==> config.mk <==
export PLATFORM = sky130hd
export DESIGN_NAME = dispatch_rr5
export DESIGN_NICKNAME = d
export VERILOG_FILES = /design/src/rtl/dispatch_rr5.sv
export SDC_FILE = /design/constraint.sdc
export NUM_CORES = 1
export LEC_CHECK = 0
export BUFFER_PORTS_ARGS = -buffer_cell sky130_fd_sc_hd__buf_2
export CAP_MARGIN = 10
export CORE_MARGIN = 2
export CORE_UTILIZATION = 47
export CTS_CLUSTER_DIAMETER = 30
export DETAILED_ROUTE_END_ITERATION = 12
export PLACE_DENSITY = 0.76
export SLEW_MARGIN = 20
export SYNTH_ARGS = -nofsm -noshare
export SYNTH_HDL_FRONTEND = slang
export SYNTH_SLANG_ARGS = --single-unit
==> constraint.sdc <==
create_clock -name clk -period 2.37 [get_ports clk]
set_clock_uncertainty 0.2 [all_clocks]
set_input_delay 0.3555 -clock clk [delete_from_list [all_inputs] [get_ports clk]]
set_output_delay 0.3555 -clock clk [all_outputs]
set_load 0.005 [all_outputs]
==> src/rtl/dispatch_rr5.sv <==
// dispatch_rr5: one-entry holding stage that deals words to NUM_CHILD lanes in strict round-robin.
// Define DISPATCH_RR5_STATS_EN to add the stall_cnt and total_cnt statistics outputs.
module dispatch_rr5 #(
    parameter int NUM_CHILD = 5,
    parameter int DATA_W    = 16,
    parameter int CNT_W     = 8
) (
    input  logic                           clk,
    input  logic                           rst,
    input  logic                           in_valid,
    output logic                           in_ready,
    input  logic [DATA_W-1:0]              in_data,
    input  logic                           flush,
    output logic [NUM_CHILD-1:0]           out_valid,
    input  logic [NUM_CHILD-1:0]           out_ready,
    output logic [DATA_W-1:0]              out_data,
    output logic [$clog2(NUM_CHILD)-1:0]   ptr,
    output logic [NUM_CHILD*CNT_W-1:0]     lane_cnt,
    output logic                           busy
`ifdef DISPATCH_RR5_STATS_EN
    ,
    output logic [15:0]                    stall_cnt,
    output logic [15:0]                    total_cnt
`endif
);
    localparam int PW = $clog2(NUM_CHILD);
    typedef enum logic {IDLE, HOLD} state_t;
    state_t state;
    logic [DATA_W-1:0] hold;
    logic [CNT_W-1:0] cnt [NUM_CHILD];
    logic xfer;
    logic [PW-1:0] ptr_nxt;
    function automatic logic [NUM_CHILD-1:0] onehot(input logic [PW-1:0] p);
        return NUM_CHILD'(1) << p;
    endfunction
    // Only the addressed lane's ready matters; other lanes never steal the word.
    assign xfer     = state == HOLD && out_ready[ptr];
    assign ptr_nxt  = ptr == PW'(NUM_CHILD - 1) ? '0 : ptr + 1'b1;
    assign in_ready = !flush && (state == IDLE || xfer);
    assign busy     = state == HOLD;
    assign out_data = hold;
    always_ff @(posedge clk or posedge rst) begin
        if (rst) begin
            state     <= IDLE;
            ptr       <= '0;
            hold      <= '0;
            out_valid <= '0;
            for (int k = 0; k < NUM_CHILD; k++) cnt[k] <= '0;
        end else if (flush) begin
            state     <= IDLE;
            hold      <= '0;
            ptr       <= '0;
            out_valid <= '0;
        end else if (state == IDLE) begin
            if (in_valid) begin
                state     <= HOLD;
                hold      <= in_data;
                out_valid <= onehot(ptr);
            end
        end else if (xfer) begin
            cnt[ptr] <= cnt[ptr] + 1'b1;
            ptr      <= ptr_nxt;
            if (in_valid) begin
                hold      <= in_data;
                out_valid <= onehot(ptr_nxt);
            end else begin
                state     <= IDLE;
                out_valid <= '0;
            end
        end
    end
    for (genvar i = 0; i < NUM_CHILD; i++) begin : g_cnt
        assign lane_cnt[i*CNT_W +: CNT_W] = cnt[i];
    end
`ifdef DISPATCH_RR5_STATS_EN
    // stall_cnt survives flush so long stalls stay visible across pipeline drops.
    always_ff @(posedge clk or posedge rst) begin
        if (rst) begin
            stall_cnt <= '0;
            total_cnt <= '0;
        end else begin
            if (state == HOLD && !out_ready[ptr] && stall_cnt != 16'hFFFF) stall_cnt <= stall_cnt + 1'b1;
            if (xfer && !flush) total_cnt <= total_cnt + 1'b1;
        end
    end
`endif
endmodule

==> results of run 1 <==
[flip-flops by register name, indices dropped and copies added, names as in the netlist]
signal,cells
lane_cnt,40
out_data,16
out_valid,5
ptr,3
busy,1
[worst max-delay path: cells and delay by family, from the launching register on]
family	cells	cell delay [ns]
multiplexers	2	0.42
AND/OR/NAND/NOR	1	0.36
flip-flops	1	0.46
XOR/XNOR	1	0.17
buffers and inverters	2	0.33
AO/OA/AOI/OAI	2	0.37
[layout make-up]
| type | count | area (µm²) | share of cell area (%) |
|---|---|---|---|
| Inverter | 7 | 32.5 | 0.725 |
| Multi-Input combinational cell | 202 | 1680 | 37.4 |
| Clock buffer | 10 | 128 | 2.84 |
| Timing Repair Buffer | 137 | 835 | 18.6 |
| Sequential cell | 65 | 1630 | 36.3 |
| Clock inverter | 6 | 82.6 | 1.84 |
| Tap cell | 80 | 100 | 2.23 |
[per-stage QoR]
step	setup TNS (ns)	instances	total power, mW	utilization (%)	hold slack (ns)
finish	-0.379	507	3.91	66.4	0.0254
global route	-1.74	507	4.09	66.4	0.0247
CTS	0	500	3.67	64.1	0.0150
detailed placement	-0.746	482	2.59	59.7	0.239
global placement	-0.137	482	2.56	59.7	0.221
floorplan	-0.00222	291	2.10	-	0.274
[routing by layer]
| layer | part of all wire [%] | track usage, % |
|---|---|---|
| met4 | 2.4 | 8.81 |
| met1 | 43 | 33.1 |
| met2 | 48 | 36.6 |
| met3 | 6.2 | 4.55 |
| met5 | 0 | 0 |
[layout by cell type, fill, tap and decap left out, types with 7 or more instances in the layout]
cell type and count:
a22o_1 17, buf_4 43, nand2_1 31, a21oi_1 7, nor2_1 14, mux2i_1 8, clkbuf_8 9, mux2_2 26
dfrtp_1 62, buf_2 90, mux2_4 7, o21ai_0 7
[power by group through the flow]
stage               sequential (mW)  combinational (mW)  clock (mW)
global placement               1.36                1.19           0
floorplan                      1.36               0.742           0
detailed placement             1.37                1.22           0
finish                         1.36                1.52        1.03
global route                   1.37                1.63        1.09
CTS                            1.35                1.28        1.04
[final timing paths]
check / from / end / cells past startpoint / slack, ns
min in group asynchronous: rst / out_valid[4]$_DFFE_PP0P_ / 3 / 0.43
min reg2reg: out_valid[4]$_DFFE_PP0P_ / out_valid[4]$_DFFE_PP0P_ / 1 / 0.29
max: ptr[0]$_DFFE_PP0P_ / lane_cnt[21]$_DFFE_PP0P_ / 8 / -0.05
min: in_data[7] / out_data[7]$_DFFE_PP0P_ / 2 / 0.03
max in group asynchronous: rst / ptr[2]$_DFFE_PP0P_ / 4 / 0.93
max reg2reg: ptr[0]$_DFFE_PP0P_ / lane_cnt[21]$_DFFE_PP0P_ / 8 / -0.05
[cells by family (layout without fill, tap and decap cells)]
family,after synthesis,count (layout),share of synthesized area (%)
xor gates and xnor gates,5,5,1.34
adders and majority gates,6,6,2.29
AOI/OAI and AO/OA,63,63,14.6
and+or+nand+nor,86,86,13.5
DFF,65,65,49.7
buffers and inverters,24,160,4.01
muxes,42,42,14.6
[timing repair]
item,4_1_cts,5_1_grt
buffers inserted,1,8
gates cloned,0,0
endpoints found under the setup margin,21,46
gates resized for setup,15,24
hold buffers,1,0
pin swaps,4,11
endpoints found under the hold margin,23,0
==> impl_metrics.ini, run 1 <==
[critical_path]
cp.required_ns = 2.39
worstPathCellList = buf_12 -> mux2i_1 -> a211oi_2 -> buf_4 -> o22ai_4 -> nor4_4 -> xnor2_2 -> mux2_2
crit_type = flop to flop
crit_path_top_delay_cell = dfrtp_2
cp-end-kind = flop
start_kind = flop
cp.arrival_ns = 2.45
critPathMaxStageDelay_ns = 0.46
worst-path-max-fanout = 10

[sta]
max_freq_ghz = 0.412
setup_viol = 11
slew_violations = 0
final_hold_viol_count = 0
layout_min_cycle_time_ns = 2.42
slew-limit-headroom_pct = 64.6
rsz0062_at_grt = true
tightest_slew_ns = 0.530
timing.final.crit_share_pct = 102
layout_setup_ws_ns = -0.0546

[logic_synthesis]
syn_area_per_cell_um2 = 11.3
yosys_warnings = 0
synth_cells = 291
synth-seq-cells = 65
post-synth-top-area-cell = dfrtp_1
synth.distinct_cells = 53
synth-edff-count = 0
synthTopCellsByArea = dfrtp_1 50%, mux2_2 11%, a22o_1 4.5%, nand2_1 3.6%, mux2i_1 2.4%
synth_top_area_share_pct = 49.7
synthArstFlopShare_pct = 100
synth_ff_type = dfrtp_1
yosysSeqAreaShare_pct = 49.7
synth_area_um2 = 3270
synth_nets = 322
yosysMostFrequentCell = dfrtp_1
synth_commonest_cells = 65 x dfrtp_1, 33 x mux2_2, 31 x nand2_1, 17 x a22o_1, 16 x nor2_1

[route]
antenna_left = 0
vias_per_cell = 5.81
vias = 2944
wl_per_cell_um = 17.8
dr.pass1.iters = 5
initialDrtViolationCount = 175
drc = 0
wl_mm = 9.04

[run_status]
violations = setup timing
status = complete, but fails checks

[die]
die_area_um2 = 7650
die_w_um = 87.5
io_pins = 91
placementRows = 30
die_height_um = 87.5
core_area_um2 = 6760
start_util_pct = 48.5

[clock_tree]
clk_pin_slew_ns = 0.07
cts_tree = done
cts_root_buf = clkbuf_8
clk_path_buf_depth = 2
clock_sinks = 65
clock_latency_ns = 0.34
numCtsBuffers = 9
htreeDepth = 3

[finish]
area_growth_pct = 37.0
drive_above_1_share_pct = 51.1
final_area_um2 = 4490
nets = 453
antennaDiodeCount = 0
fillCellCount = 525

[worst_hold_path]
hp-class = primary input to flop

[place]
placed_area_um2 = 4030
port_buffers = 90
dp_slack_ns = -0.0664
gp_congestion = 0.879
dp_hpwl_mm = 6.24

[global_route]
grt_pass1_wl_mm = 13.9
grt_max_degree = 43
first_global_vias = 2737
antenna_found_initial = 0
grt_use_total_pct = 23.7
grt_overflow_total = 0

[power_and_ir_drop]
p_leak_nw = 2.40
p_per_area_nw_per_um2 = 871
intPower_mw = 2.57
swShare_pct = 34.2
p_sw_mw = 1.34
seq_power_share_pct = 34.7
ir_drop_mv = 0.406
p_clk_share_pct = 26.3
power_frac_comb_pct = 39.0

[run]
maxCapViolCount = 0
Note: power is estimated with default switching activity, not from simulation.
==> run 2: changes to the inputs <==
--- a/config.mk
+++ b/config.mk
@@ -11,7 +11,7 @@
 export CORE_UTILIZATION = 47
 export CTS_CLUSTER_DIAMETER = 30
 export DETAILED_ROUTE_END_ITERATION = 12
-export PLACE_DENSITY = 0.76
+export PLACE_DENSITY = 0.75
 export SLEW_MARGIN = 20
 export SYNTH_ARGS = -nofsm -noshare
 export SYNTH_HDL_FRONTEND = slang
==> run 2 against run 1 <==
Effect of this change: the run still ends with setup timing left; total power decreased by 5.3%; setup slack better by 0.045 ns; sequential share of layout area grew 0.31 points; largest power group unchanged; cell count decreased by 0.39%; sequential power hardly changed.
==> impl_metrics.ini, run 2 (same netlist as run 1, synthesis figures left out) <==
[critical_path]
rrSetupSlack_ns = -0.01
r2r-start = ptr[2]$_DFFE_PP0P_
start_kind = flop
cp.arrival_ns = 2.44
cp.required_ns = 2.43
crit_type = flop to flop
cp-end-kind = flop
worst-path-max-fanout = 8
critPathLaunch = ptr[2]$_DFFE_PP0P_

[run_status]
status = complete, but fails checks
violations = setup timing

[power_and_ir_drop]
p_leak_nw = 2.37
p_per_area_nw_per_um2 = 833
p_total_mw = 3.70
ir_drop_mv = 0.547

[die]
placementRows = 30
core_area_um2 = 6760
io_pins = 91
die_height_um = 87.5
die_area_um2 = 7650
die_w_um = 87.5
start_util_pct = 48.5

[global_route]
grt_overflow_total = 0
grt_use_total_pct = 23.6
grt_max_degree = 66
first_global_vias = 2754
antenna_found_initial = 0
grt_pass1_wl_mm = 13.8

[clock_tree]
numCtsBuffers = 9
clk_pin_slew_ns = 0.08
clock_latency_ns = 0.35
clk_path_buf_depth = 2
htreeDepth = 3
clock_sinks = 65
cts_tree = done
cts_root_buf = clkbuf_8

[route]
drc = 0
wl_per_cell_um = 17.9
vias = 2955
vias_per_cell = 5.85
antenna_left = 0
dr.pass1.iters = 5
wl_mm = 9.06
initialDrtViolationCount = 206

[finish]
fillCellCount = 528
largest_reg_flops = 40
final_cell_mix = 90 x buf_2, 63 x dfrtp_1, 38 x buf_4, 31 x nand2_1, 28 x mux2_2
instances_no_fill = 505
nets = 451
fin_util_pct = 65.8
layout_commonest_cell = buf_2
drive_above_1_share_pct = 50.8
antennaDiodeCount = 0
area_growth_pct = 35.8

[place]
dp_hpwl_mm = 6.15
placed_cells = 480
gp_congestion = 0.866
port_buffers = 90

[sta]
final_hold_viol_count = 0
slew_violations = 0
slew-limit-headroom_pct = 73.7
finalSetupTns_ns = -0.0146
max_freq_ghz = 0.420
setup_viol = 3
layout_setup_ws_ns = -0.00971
layout_min_cycle_time_ns = 2.38
rsz0062_at_grt = true
whs_ns = 0.0138
tightest_slew_ns = 0.392
timing.final.crit_share_pct = 100

[worst_hold_path]
holdCritStartpoint = in_data[15]
hp-class = primary input to flop

[run]
maxCapViolCount = 0
run 2: cell count changes in the layout (fill, tap and decap cells not counted), sizes merged:
cell	before	now
clkinvlp	1	3
bufinv	2	1
clkbuf	10	9
buf	136	134
run 2: worst max-delay path, stage by stage (launching register included):
cell and delay, ns:
dfrtp_1 0.45, buf_4 0.21, and4bb_2 0.22, a31oi_1 0.22, o2bb2ai_1 0.16, buf_4 0.18
nor3_2 0.05, buf_4 0.14, and3b_2 0.24, o31ai_1 0.20
run 2: worst paths after layout:
path	to	cells past startpoint
worst max register to register	lane_cnt[7]$_DFFE_PP0P_	9
min in group asynchronous	busy$_DFF_PP0_	4
worst max-delay path	lane_cnt[7]$_DFFE_PP0P_	9
max in group asynchronous	ptr[0]$_DFFE_PP0P_	4
worst min register to register	out_valid[4]$_DFFE_PP0P_	1
worst min-delay path	out_data[15]$_DFFE_PP0P_	2
run 2: report_power, final:
| part | switching [mW] | internal (mW) | total (mW) |
|---|---|---|---|
| clock network | 0.465 | 0.483 | 0.948 |
| registers | 0.121 | 1.24 | 1.36 |
| logic | 0.737 | 0.654 | 1.39 |
run 2: area by class of cell:
class / count / area [µm²] / area share (%)
clock buffers: 9 / 124 / 2.79
repair buffers: 135 / 826 / 18.6
well taps: 80 / 100 / 2.25
multi-input cells: 202 / 1660 / 37.4
flip-flops and latches: 65 / 1630 / 36.6
clock inverters: 7 / 71.3 / 1.60
inverters: 7 / 31.3 / 0.704
run 2: per-layer routing:
layer | track usage [%] | share of wire (%) | routed length [µm]
met1 | 32.9 | 43 | 3890
met2 | 36.0 | 50 | 4530
met3 | 6.16 | 5.8 | 527
met4 | 7.55 | 1.2 | 108
met5 | 0 | 0 | 0
run 2: stage by stage:
| step | instance area (µm²) | setup WS, ns |
|---|---|---|
| 2_1_floorplan | 3280 | -0.00111 |
| 3_3_place_gp | 4010 | -0.0298 |
| 3_5_place_dp | 4010 | -0.0718 |
| 4_1_cts | 4250 | -0.0409 |
| 5_1_grt | 4450 | -0.118 |
| 6_report | 4450 | -0.00971 |
run 2: timing repair:
action,4_1_cts,5_1_grt
hold buffers,1,0
endpoints found under the hold margin,65,0
pin swaps,1,9
resized for setup,9,31
setup endpoints to repair,22,46
setup buffers,0,10
==> run 3: changes to the inputs <==
--- a/config.mk
+++ b/config.mk
@@ -11,7 +11,8 @@
 export CORE_UTILIZATION = 47
 export CTS_CLUSTER_DIAMETER = 30
 export DETAILED_ROUTE_END_ITERATION = 12
-export PLACE_DENSITY = 0.75
+export HOLD_SLACK_MARGIN = 0.12
+export PLACE_DENSITY = 0.76
 export SLEW_MARGIN = 20
 export SYNTH_ARGS = -nofsm -noshare
 export SYNTH_HDL_FRONTEND = slang
==> run 3 against run 2 <==
Effect of this change: the run still ends with setup timing left; hold slack improved by 0.13 ns; first-iteration DRC count decreased by 35%; total power increased by 6.5%; sequential share of layout area decreased by 1.7 points; global-route usage increased by 1.1 points; final area increased by 5.0%; non-clock buffer count increased by 19; largest cell class unchanged.
==> impl_metrics.ini, run 3 (same netlist as run 1, synthesis figures left out) <==
[run_status]
status = complete, but fails checks
violations = setup timing

[finish]
multi_input_area_um2 = 1680
register_area_um2 = 1630
antennaDiodeCount = 0
layout_commonest_cell = buf_2
nets = 470
final_cell_mix = 90 x buf_2, 62 x dfrtp_1, 43 x buf_4, 31 x nand2_1, 25 x mux2_2
area_growth_pct = 42.6
drive_above_1_share_pct = 49.1
largest_reg_flops = 40
fillCellCount = 477

[clock_tree]
clock_sinks = 65
clk_path_buf_depth = 2
htreeDepth = 3
clk_pin_slew_ns = 0.07
cts_root_buf = clkbuf_8
numCtsBuffers = 9
cts_tree = done
clock_latency_ns = 0.34

[global_route]
grt_max_degree = 43
grt_pass1_wl_mm = 14.5
grt_overflow_total = 0
first_global_vias = 2884
antenna_found_initial = 0
grt_use_total_pct = 24.7

[route]
initialDrtViolationCount = 133
wl_per_cell_um = 18.3
dr.pass1.iters = 4
wl_mm = 9.59
vias = 3005
vias_per_cell = 5.73
drc = 0
antenna_left = 0

[sta]
setup_viol = 15
layout_min_cycle_time_ns = 2.45
rsz0062_at_grt = true
timing.final.crit_share_pct = 103
layout_setup_ws_ns = -0.0752
slew_violations = 0
slew-limit-headroom_pct = 64.6
finalSetupTns_ns = -0.831
tightest_slew_ns = 0.530
max_freq_ghz = 0.409
final_hold_viol_count = 0
whs_ns = 0.142

[power_and_ir_drop]
p_per_area_nw_per_um2 = 844
ir_drop_mv = 0.398
p_leak_nw = 2.48

[critical_path]
cp-end-kind = flop
crit_type = flop to flop
cp.arrival_ns = 2.47
worst-path-max-fanout = 10
start_kind = flop
cp.required_ns = 2.40

[die]
io_pins = 91
die_height_um = 87.5
core_area_um2 = 6760
die_area_um2 = 7650
die_w_um = 87.5
start_util_pct = 48.5
placementRows = 30

[run]
maxCapViolCount = 0

[place]
port_buffers = 90
dp_hpwl_mm = 6.24
gp_congestion = 0.879

[worst_hold_path]
hp-class = primary input to flop
[run 3: changes by cell type in the layout (fill, tap and decap cells not counted), sizes merged]
cell	before	now
clkinvlp	3	1
clkbuf	9	10
dlygate4sd3	1	18
bufinv	1	2
buf	134	136
[run 3: final timing paths]
check	end	slack [ns]	depth (start not counted)	startpoint
worst max-delay path	lane_cnt[3]$_DFFE_PP0P_	-0.08	10	ptr[0]$_DFFE_PP0P_
worst min-delay path	busy$_DFF_PP0_	0.14	3	in_valid
worst max register to register	lane_cnt[3]$_DFFE_PP0P_	-0.08	10	ptr[0]$_DFFE_PP0P_
worst min register to register	out_valid[4]$_DFFE_PP0P_	0.28	1	out_valid[4]$_DFFE_PP0P_
max in group asynchronous	ptr[2]$_DFFE_PP0P_	0.96	4	rst
min in group asynchronous	out_data[14]$_DFFE_PP0P_	0.40	3	rst
[run 3: per-layer routing]
metal	up-vias	track usage, %	part of all wire (%)
met5	-	0	0
met4	0	10.5	1.8
met3	14	4.74	4.4
met2	103	38.0	50
met1	1520	34.2	44
li1	1368	-	-
[run 3: power breakdown]
part           switching (mW)  internal [mW]
Combinational           0.792          0.760
Sequential              0.121           1.24
Clock                   0.439          0.587
Total                    1.35           2.59
[run 3: cell type report]
class | instances | area share, %
Multi-Input combinational cell | 202 | 36.0
Sequential cell | 65 | 34.9
Timing Repair Buffer | 154 | 21.7
Clock buffer | 10 | 2.73
Tap cell | 80 | 2.14
Clock inverter | 6 | 1.77
Inverter | 7 | 0.697
[run 3: what timing repair did]
item / CTS / global route
endpoints found under the setup margin: 21 / 46
resized for setup: 15 / 27
hold buffers: 18 / 0
pin swaps: 4 / 11
hold endpoints to repair: 40 / 0
setup buffers: 1 / 8
[run 3: through the flow]
| stage | cell area [µm²] | util, % | cells | setup WS [ns] | total power [mW] |
|---|---|---|---|---|---|
| finish | 4670 | 69.1 | 524 | -0.0752 | 3.94 |
| global route | 4670 | 69.1 | 524 | -0.148 | 4.12 |
| CTS | 4500 | 66.6 | 517 | 0.00240 | 3.70 |
| detailed placement | 4030 | 59.7 | 482 | -0.0664 | 2.59 |
| global placement | 4030 | 59.7 | 482 | -0.0217 | 2.56 |
| floorplan | 3280 | - | 291 | -0.00111 | 2.10 |
[run 3: critical path, stage by stage (launching register included)]
cell and delay (ns):
dfrtp_2 0.46, buf_12 0.16, mux2i_1 0.13, a211oi_2 0.27, buf_4 0.17, a21oi_1 0.06
buf_4 0.16, nor3_1 0.20, xor2_1 0.11, buf_4 0.16, mux2_2 0.25
